File: src/rtl/serial_frame_rx.sv
// Serial frame receiver: one bit per clock, start/data/optional even parity/stop,
// single-entry holding register with sticky parity, framing and overrun flags.
module serial_frame_rx #(
  parameter int unsigned DATA_W    = 8,
  parameter int unsigned PARITY_EN = 1
) (
  input  logic              CLK,
  input  logic              RST_N,
  input  logic              D_IN,
  output logic [DATA_W-1:0] Q,
  output logic              Q_VALID,
  input  logic              Q_ACK,
  output logic              BUSY,
  output logic              PAR_ERR,
  output logic              FRM_ERR,
  output logic              OVR_ERR
);

  localparam int unsigned CNT_W = $clog2(DATA_W);

  typedef enum logic [2:0] {
    IDLE,
    DATA,
    PARITY,
    STOP,
    WAIT_HIGH
  } state_t;

  state_t              state, state_nxt;
  logic [CNT_W-1:0]    bit_cnt, bit_cnt_nxt;
  logic [DATA_W-1:0]   shift, shift_nxt;
  logic                bad, bad_nxt;
  logic [DATA_W-1:0]   q_nxt;
  logic                q_valid_nxt;
  logic                busy_nxt;
  logic                par_err_nxt;
  logic                frm_err_nxt;
  logic                ovr_err_nxt;

  // State and output registers with synchronous active-low reset
  always_ff @(posedge CLK) begin
    if (!RST_N) begin
      state   <= IDLE;
      bit_cnt <= '0;
      shift   <= '0;
      bad     <= 1'b0;
      Q       <= '0;
      Q_VALID <= 1'b0;
      BUSY    <= 1'b0;
      PAR_ERR <= 1'b0;
      FRM_ERR <= 1'b0;
      OVR_ERR <= 1'b0;
    end else begin
      state   <= state_nxt;
      bit_cnt <= bit_cnt_nxt;
      shift   <= shift_nxt;
      bad     <= bad_nxt;
      Q       <= q_nxt;
      Q_VALID <= q_valid_nxt;
      BUSY    <= busy_nxt;
      PAR_ERR <= par_err_nxt;
      FRM_ERR <= frm_err_nxt;
      OVR_ERR <= ovr_err_nxt;
    end
  end

  // Next-state, datapath and holding-register decisions
  always_comb begin
    state_nxt   = state;
    bit_cnt_nxt = bit_cnt;
    shift_nxt   = shift;
    bad_nxt     = bad;
    q_nxt       = Q;
    q_valid_nxt = Q_VALID;
    par_err_nxt = PAR_ERR;
    frm_err_nxt = FRM_ERR;
    ovr_err_nxt = OVR_ERR;

    // Consumer ack frees the holding register; a same-edge delivery below re-fills it
    if (Q_VALID && Q_ACK) begin
      q_valid_nxt = 1'b0;
    end

    case (state)
      IDLE: begin
        if (!D_IN) begin
          state_nxt   = DATA;
          bit_cnt_nxt = '0;
          bad_nxt     = 1'b0;
        end
      end

      DATA: begin
        shift_nxt[bit_cnt] = D_IN;
        if (bit_cnt == CNT_W'(DATA_W - 1)) begin
          state_nxt = (PARITY_EN != 0) ? PARITY : STOP;
        end else begin
          bit_cnt_nxt = bit_cnt + CNT_W'(1);
        end
      end

      PARITY: begin
        if (D_IN != (^shift)) begin
          bad_nxt     = 1'b1;
          par_err_nxt = 1'b1;
        end
        state_nxt = STOP;
      end

      STOP: begin
        if (D_IN) begin
          state_nxt = IDLE;
          if (!bad) begin
            if (Q_VALID && !Q_ACK) begin
              ovr_err_nxt = 1'b1;
            end else begin
              q_nxt       = shift;
              q_valid_nxt = 1'b1;
            end
          end
        end else begin
          frm_err_nxt = 1'b1;
          state_nxt   = WAIT_HIGH;
        end
      end

      WAIT_HIGH: begin
        // A line held low after a bad stop must not look like a new start bit
        if (D_IN) begin
          state_nxt = IDLE;
        end
      end

      default: begin
        state_nxt = IDLE;
      end
    endcase

    busy_nxt = (state_nxt != IDLE);
  end

endmodule

File: config.mk
export PLATFORM = sky130hd
export DESIGN_NAME = serial_frame_rx
export DESIGN_NICKNAME = d
export VERILOG_FILES = /design/src/rtl/serial_frame_rx.sv
export SDC_FILE = /design/constraint.sdc
export NUM_CORES = 1
export LEC_CHECK = 0
export ABC_AREA = 1
export BUFFER_PORTS_ARGS = -buffer_cell sky130_fd_sc_hd__buf_2
export CAP_MARGIN = 0
export CORE_MARGIN = 5
export CORE_UTILIZATION = 31
export CTS_CLUSTER_SIZE = 16
export DETAILED_ROUTE_END_ITERATION = 8
export PLACE_DENSITY_LB_ADDON = 0.15
export SYNTH_ARGS = -nofsm -noshare
export SYNTH_HDL_FRONTEND = slang
export SYNTH_SLANG_ARGS = --single-unit
File: constraint.sdc
create_clock -name CLK -period 2.2 [get_ports CLK]
set_clock_uncertainty 0.15 [all_clocks]
set_input_delay 0 -clock CLK [delete_from_list [all_inputs] [get_ports CLK]]
set_output_delay 0 -clock CLK [all_outputs]
set_load 0.02 [all_outputs]
==> results of run 1 <==
## cells in the mapped netlist
cell type  count  area (sq um)
xor2_1         2          17.5
a21oi_1       16          80.1
o21ai_2        2          17.5
nand3_1        7          35.0
xnor2_1        2          17.5
nor3_4         1          16.3
inv_2          1          3.75
clkinv_2       1          5.00
a211oi_1       1          7.51
nand4_1        1          6.26
nand2_2        1          6.26
a31oi_1        1          6.26
a21oi_2        2          17.5
nand2_1       29           109
ha_1           2          25.0
o21ai_0       12          60.1
buf_8          1          15.0
dfxtp_1       28           561
nor3_1         3          15.0
nor2_1        31           116
clkbuf_1       2          7.51
a311oi_1       2          17.5
inv_1         23          86.3
## tightest hold or removal path, stage by stage (launching register included)
cell	delay (ns)
dfxtp_1	0.31
inv_1	0.04
a21oi_1	0.05
## layer usage
| layer | vias up | global-route usage |
|---|---|---|
| li1 | 585 | - |
| met1 | 491 | 0.135 |
| met2 | 18 | 0.180 |
| met3 | 6 | 0.0233 |
| met4 | 0 | 0.0463 |
| met5 | - | 0 |
## worst max-delay path by stage
stage                           from    endpoint
after floorplan           bit_cnt[0]  bit_cnt[1]
after global placement    bit_cnt[0]  bit_cnt[1]
after detailed placement  bit_cnt[1]  bit_cnt[1]
after CTS                 bit_cnt[1]  bit_cnt[2]
after global routing      bit_cnt[1]  bit_cnt[1]
final                     bit_cnt[1]  bit_cnt[1]
## flip-flops by register name (all words and copies together), names as in the netlist
name and count:
shift 8, OVR_ERR 1, Q 8, FRM_ERR 1, state 3, Q_VALID 1, BUSY 1, bit_cnt 3
bad 1, PAR_ERR 1
## stage by stage
step,setup WS (ns),std cells
CTS,0.613,240
floorplan,0.780,171
global placement,0.647,234
finish,0.603,240
global route,0.417,240
detailed placement,0.628,234
## power breakdown
| part | total (uW) | internal, uW | leakage (uW) | switching, uW |
|---|---|---|---|---|
| clock | 269 | 123 | 0.0000216 | 146 |
| sequential | 528 | 518 | 0.000227 | 10.1 |
| combinational | 88.0 | 29.8 | 0.000400 | 58.2 |
## what timing repair did
item / CTS / global route
hold buffers: 3 / 0
buffers inserted: 0 / 0
hold endpoints to repair: 15 / 0
## final cells by class
cell class	instances	area share
timing repair buffer	19	0.0765
tap	50	0.0434
multi-input combinational	115	0.396
sequential	28	0.389
inverter	25	0.0660
clock buffer	3	0.0287
## cell families after synthesis
family / synth area share
and+or+nand+nor: 0.243
AOI/OAI and AO/OA: 0.165
buffers and inverters: 0.0942
DFF: 0.449
xor gates and xnor gates: 0.0281
adders and majority gates: 0.0200
==> qor.txt, run 1 <==
Status - finished, final reports clean
Clock root cell - clkbuf_8
Largest net degree at the start of global routing - 15
Area grow syn2layout - 15.3%
CP bufs+invs - 1
Syn_area_per_cell - 7.30 sq um
Fillcell total - 427
RSZ-0062 raised after global routing - false
ANT cells - 0
Final cycle utilization of the critical path - 0.726
DRT antenna net count - 0
IO Count - 17
Hold path start - OVR_ERR
First-pass GRT wire length - 4710 um
# clock sinks - 28
Crit Path Category - flop to flop
Detailed Place HPWL - 1940 um
CP Capture Type - flop
Die height - 73.5 um
WHS Endpoint - OVR_ERR
Slew HR - 0.718
Setup_tns - 0 ns
Starting DRT DRC Count - 56
Wire length per cell - 10.4 um
Post-CTS sizing - 0
Slowest stage cell, crit path - dfxtp_1
Worst Hold Slack - 0.298 ns
Reg-to-Reg Start - bit_cnt[1]
Overflow after GRT - 0
Most frequent cells in the layout - 31 x nor2_1, 29 x nand2_1, 28 x dfxtp_1
Post-synth cell types - 23
Endpoints failing setup - 0
#FFs+latches synth - 28
Register area share after synthesis - 0.449
Die width - 73.5 um
Routed Wire Length - 2490 um
Post-Synthesis Cells - 171
LEAKAGE - 0.000649 uW
Met1 WL - 1180 um
Met2 wire length - 1150 um
Dpl cell area - 0.00137 sq mm
Cell area after layout - 0.00144 sq mm
Max Root-Sink Buffers - 2
Num rows - 23
Global-route usage over all layers - 0.109
Clk Latency, worst-skew pair - 0.27 ns
Total number of vias - 1100
Worst-Margin Slew - 0.421 ns
Final GP Congestion - 0.712
Top Family by Delay on Critical Path - adder cells
Initial antenna violation count - 0
RR Endpoint - bit_cnt[1]
Uppermost layer routed - met4
CTS clk-pin slew, worst paths - 0.09 ns
CTS tree - built
Register area - 561 sq um
Hold WC Path Type - flop to flop
Final nets - 198
Die area - 0.00540 sq mm
Min Tclk post-route - 1.60 ns
Commonest non-fill, non-tap cell in the layout - nor2_1
Final Max Tran Viols - 0
Cell area after synthesis - 0.00125 sq mm
Cell Chain, Critical Path - ha_1 -> ha_1 -> nor2_1 -> inv_1 -> o21ai_0 -> a21oi_1
R2R Setup Slk - 0.60 ns
Data arrival, critical path - 1.61 ns
DRC violation count after routing - 0
Required @ worst endpoint - 2.22 ns
Yosys synthesis warning count - 0
# port buffers - 16
CTS buffer count - 3
Core Util, Final - 0.365
PwrDens - 614 mW/mm^2
Max VDD drop - 0.000210 V
Mapped Nets - 177
Endpoints failing hold - 0
Reg2Reg Depth - 6
Vias/cell - 4.58
Hold depth - 2
Total power - 885 uW
Core Area - 0.00394 sq mm
H-tree Lvls - 1
Max Clk Rate - 626 MHz
Met3 wire length - 109 um
Vias in the first global route - 1079
CP max stage delay - 0.36 ns
Most used cell, CP - ha_1
DRT Pass-1 Iters - 4
Max capacitance violation total - 0
Area taken by multi-input logic gates - 571 sq um
Stages on the worst setup path - 6
Layout cells sized above 1 - 0.142
Critical path startpoint category - flop
Worst-path maximum fanout - 5
Initial Util - 0.317
Note: power is estimated with default switching activity, not from simulation.
==> inputs of run 2 (changes only) <==
Clock period 2.2 ns to 1.3 ns, I/O delays scaled along.
==> run 2 against run 1 <==
  * The run now ends with setup timing left
  * Cell count increased by 7.9%
  * Fmax increased by 20%
  * Sequential share of layout area decreased by 6.2 points
  * Clock-buffer cell count increased by 1
  * Non-clock buffer count increased by 17
  * Clock power increased by 99%
  * Flip-flop and latch count unchanged
  * Worst hold slack got worse by 0.28 ns
  * Setup slack got worse by 0.64 ns
  * Core utilization increased by 9.0 points
  * Total power increased by 90%
  * Largest power group unchanged
==> qor.txt, run 2 (synthesis gave the netlist of run 1 again) <==
Status - complete, but fails checks
Failing checks - setup timing
Data arrival, critical path - 1.36 ns
Cell Chain, Critical Path - inv_1 -> nor2_1 -> a21oi_1 -> a311oi_1
Vias/cell - 4.66
CTS clk-pin slew, worst paths - 0.09 ns
H-tree Lvls - 1
Endpoints failing setup - 4
Post-CTS setup buffers - 0
Num rows - 23
Overflow after GRT - 0
First-pass GRT wire length - 5310 um
Area grow syn2layout - 43.9%
Starting DRT DRC Count - 42
PwrDens - 935 mW/mm^2
Largest net degree at the start of global routing - 16
Final cycle utilization of the critical path - 1.03
Reg-to-Reg Start - bit_cnt[2]
Max VDD drop - 0.000402 V
Final GP Congestion - 0.722
Clock root cell - clkbuf_8
Required @ worst endpoint - 1.32 ns
Crit Path Category - flop to flop
# clock sinks - 28
Max Clk Rate - 749 MHz
Clk Latency, worst-skew pair - 0.27 ns
CP max stage delay - 0.41 ns
IO Count - 17
Total power - 1680 uW
Total number of vias - 1208
Final nets - 216
Layout cells sized above 1 - 0.483
RR Endpoint - shift[4]
Min Tclk post-route - 1.34 ns
Die area - 0.00540 sq mm
ANT cells - 0
Worst Hold Slack - 0.0130 ns
Hold WC Path Type - primary input to flop
CP Capture Type - flop
RSZ-0062 raised after global routing - true
DRC violation count after routing - 0
Die height - 73.5 um
Stages on the worst setup path - 4
Wire length per cell - 12.0 um
DRT antenna net count - 0
CP bufs+invs - 1
# port buffers - 16
Vias in the first global route - 1187
Setup_tns - -0.0741 ns
CP endpoint - shift[4]
Die width - 73.5 um
R2R Setup Slk - -0.04 ns
Slowest stage cell, crit path - dfxtp_1
Worst-path maximum fanout - 3
Biggest regs - Q: 8 flops, shift: 8 flops
Slew HR - 0.819
Core Area - 0.00394 sq mm
Initial Util - 0.317
Worst setup path start - bit_cnt[2]
DRT Pass-1 Iters - 4
Routed Wire Length - 3110 um
Setup ws final - -0.0353 ns
Worst-Margin Slew - 0.271 ns
Post-place setup slack - -0.109 ns
Max Root-Sink Buffers - 2
Endpoints failing hold - 0
Top Family by Delay on Critical Path - flip-flops
Most frequent cells in the layout - 23 x nand2_1, 21 x nor2_1, 16 x buf_2, 16 x buf_4
Placed cells - 250
Initial antenna violation count - 0
LEAKAGE - 0.000771 uW
CTS tree - built
Commonest non-fill, non-tap cell in the layout - nand2_1
Non-filler cells, final - 259
Final Max Tran Viols - 0
Reg2Reg Depth - 4
Detailed Place HPWL - 2200 um
Critical path startpoint category - flop
Global-route usage over all layers - 0.125
Max capacitance violation total - 0
CTS buffer count - 3
## run 2: worst min-delay path by stage
stage                     slack [ns]  cells past startpoint  startpoint       end
final                           0.01                      5        D_IN  shift[7]
after global routing            0.01                      5        D_IN  shift[5]
after CTS                      0.004                      3        D_IN  shift[4]
after detailed placement        0.14                      4       Q_ACK   OVR_ERR
after global placement          0.14                      4       Q_ACK   OVR_ERR
after floorplan                -0.03                      2       RST_N      Q[2]
## run 2: where the power goes
| group | leakage (uW) | total [uW] | switching, uW | internal, uW |
|---|---|---|---|---|
| clock network | 0.0000288 | 535 | 264 | 271 |
| logic | 0.000507 | 250 | 146 | 103 |
| registers | 0.000234 | 895 | 21.7 | 873 |
| total | 0.000771 | 1680 | 432 | 1250 |
## run 2: per-stage QoR
stage / utilization / cell area (sq um)
2_1_floorplan: - / 1260
3_3_place_gp: 0.381 / 1500
3_5_place_dp: 0.381 / 1500
4_1_cts: 0.428 / 1690
5_1_grt: 0.456 / 1800
6_report: 0.456 / 1800
## run 2: routing by layer
metal  vias to the layer above  track usage  wire, um
li1                        631            -         -
met1                       563        0.149      1360
met5                         -            0         0
met4                         0       0.0322        13
met2                        12        0.227      1640
met3                         2       0.0233        93
## run 2: final cells by class
class	count	area, sq um
multi-input cells	115	737
repair buffers	36	240
clock buffers	4	55.1
inverters	25	109
flip-flops and latches	28	588
repair inverters	1	5.00
fillers	396	2150
well taps	50	62.6
## run 2: what timing repair did
| action | 4_1_cts | 5_1_grt |
|---|---|---|
| gates cloned | 1 | 0 |
| setup endpoints to repair | 22 | 21 |
| gates resized for setup | 28 | 47 |
| pin swaps | 3 | 9 |
| hold buffers | 3 | 1 |
| hold endpoints to repair | 6 | 2 |
## run 2: worst min-delay path: stages
cell and delay, ns:
buf_2 0.11, inv_4 0.07, nor2_2 0.12, a21oi_2 0.04
nor2_1 0.07
==> inputs of run 3 (changes only) <==
==> constraint.sdc (replaced) <==
create_clock -name CLK -period 1.3 [get_ports CLK]
set_clock_uncertainty 0.15 [all_clocks]
set_input_delay 0.195 -clock CLK [delete_from_list [all_inputs] [get_ports CLK]]
set_output_delay 0.195 -clock CLK [all_outputs]
set_load 0.02 [all_outputs]
==> run 3 against run 2 <==
  * The run still ends with setup timing left
  * Largest cell class unchanged
  * Setup slack got worse by 0.011 ns
  * Cell area rose by 2.4%
  * Total power is 0.61% higher
  * Register-to-register slack is essentially flat
  * Via count fell by 1.3%
  * Cell count is 0.77% higher
  * Non-clock buffer count increased by 2
  * Fmax down 0.82%
==> qor.txt, run 3 (synthesis gave the netlist of run 1 again) <==
Total number of vias - 1192
Setup_tns - -0.0564 ns
Worst-Margin Slew - 0.237 ns
CP Capture Type - flop
CTS clk-pin slew, worst paths - 0.10 ns
Die height - 73.5 um
DRC violation count after routing - 0
Slew HR - 0.842
Global-route usage over all layers - 0.116
DRT Pass-1 Iters - 4
Initial Util - 0.317
Placed cells - 252
Die width - 73.5 um
CP max stage delay - 0.35 ns
Num rows - 23
Comb pwr share - 0.152
Starting DRT DRC Count - 56
R2R Setup Slk - -0.05 ns
ANT cells - 0
PwrDens - 919 mW/mm^2
Data arrival, critical path - 1.37 ns
Endpoints failing setup - 3
Power Internal - 1250 uW
Endpoints failing hold - 0
Overflow after GRT - 0
Worst Hold Slack - 0.124 ns
Slowest stage cell, crit path - dfxtp_2
Biggest regs - Q: 8 flops, shift: 8 flops
Area grow syn2layout - 47.3%
Cell Chain, Critical Path - ha_4 -> ha_4 -> nor2_4 -> nor2_1 -> o21ai_1 -> nor2_1
Required @ worst endpoint - 1.32 ns
Post-CTS Hold Fix Bufs - 0
Worst-path maximum fanout - 4
Vias in the first global route - 1151
Layout cells sized above 1 - 0.536
RSZ-0062 raised after global routing - true
Post-place setup slack - -0.128 ns
Largest net degree at the start of global routing - 16
CTS tree - built
P_sw - 437 uW
Clock power share - 0.318
Hold WC Path Type - primary input to flop
Non-filler cells, final - 261
Final GP Congestion - 0.736
Critical path startpoint category - flop
Commonest non-fill, non-tap cell in the layout - nand2_1
Setup ws final - -0.0463 ns
Max Root-Sink Buffers - 2
Max capacitance violation total - 0
Crit Path Category - flop to flop
Max Clk Rate - 743 MHz
# clock sinks - 28
Clock root cell - clkbuf_8
Final nets - 218
Die area - 0.00540 sq mm
Wire length per cell - 12.1 um
Detailed Place HPWL - 2250 um
Most frequent cells in the layout - 24 x nand2_1, 21 x buf_4, 20 x nor2_1
# port buffers - 16
Initial antenna violation count - 0
Switching Share - 0.259
Final cycle utilization of the critical path - 1.04
DRT antenna net count - 0
Sequential power share - 0.530
Core Util, Final - 0.467
Vias/cell - 4.57
IO Count - 17
Core Area - 0.00394 sq mm
CP bufs+invs - 0
Routed Wire Length - 3170 um
First-pass GRT wire length - 5000 um
Failing checks - setup timing
Top Family by Delay on Critical Path - flip-flops
Clk Latency, worst-skew pair - 0.27 ns
Min Tclk post-route - 1.35 ns
LEAKAGE - 0.000801 uW
CTS buffer count - 3
H-tree Lvls - 1
Final Max Tran Viols - 0
Status - complete, but fails checks
Max VDD drop - 0.000495 V
[run 3: changes by cell type in the layout (fill, tap and decap cells not counted), moves of 2 or more]
cell,previous run,this run
a21oi_1,11,9
a21oi_2,7,9
a311oi_1,2,0
a311oi_2,0,2
buf_4,16,21
dlygate4sd3_1,4,0
inv_2,6,10
inv_4,4,1
nand2_2,6,4
nor2_2,7,5
nor2_4,3,6
o21ai_1,7,5
[run 3: per-stage QoR]
step | power (uW) | instance area (sq um)
6_report | 1690 | 1840
5_1_grt | 1770 | 1840
4_1_cts | 1660 | 1660
3_5_place_dp | 1100 | 1520
3_3_place_gp | 1090 | 1520
2_1_floorplan | 1020 | 1260
[run 3: worst min-delay path, delay by kind of cell]
family	cells	cell delay [ns]
AND/OR/NAND/NOR	1	0.12
buffers and inverters	2	0.20
[run 3: worst paths after layout]
kind,depth (start not counted),start,endpoint
worst min register to register,2,FRM_ERR,FRM_ERR
worst min-delay path,3,RST_N,state[1]
worst max register to register,6,bit_cnt[0],bit_cnt[0]
worst max-delay path,6,bit_cnt[0],bit_cnt[0]
[run 3: final cells by class]
| class | instances | area (sq um) |
|---|---|---|
| timing repair inverter | 1 | 5.00 |
| multi-input combinational | 115 | 768 |
| timing repair buffer | 38 | 258 |
| clock buffer | 4 | 55.1 |
| inverter | 25 | 101 |
| tap | 50 | 62.6 |
| fill | 383 | 2100 |
| sequential | 28 | 589 |
[run 3: power by group through the flow]
stage	clock (uW)	combinational, uW	sequential, uW
after global placement	0	184	910
after floorplan	0	107	915
after CTS	558	202	897
final	537	257	896
after global routing	588	283	898
after detailed placement	0	187	911
[run 3: repair_timing]
action                                  in CTS  in global routing
endpoints found under the setup margin      23                 25
gates resized for setup                     28                 52
gates cloned                                 1                  0
pin swaps                                    6                 12
setup buffers                                1                  3
[run 3: per-layer routing]
| metal | vias to the layer above | global-route usage | wire length (um) |
|---|---|---|---|
| met5 | - | 0 | 0 |
| met4 | 0 | 0.0302 | 51 |
| met2 | 13 | 0.213 | 1650 |
| li1 | 631 | - | - |
| met3 | 6 | 0.0205 | 84 |
| met1 | 542 | 0.138 | 1380 |
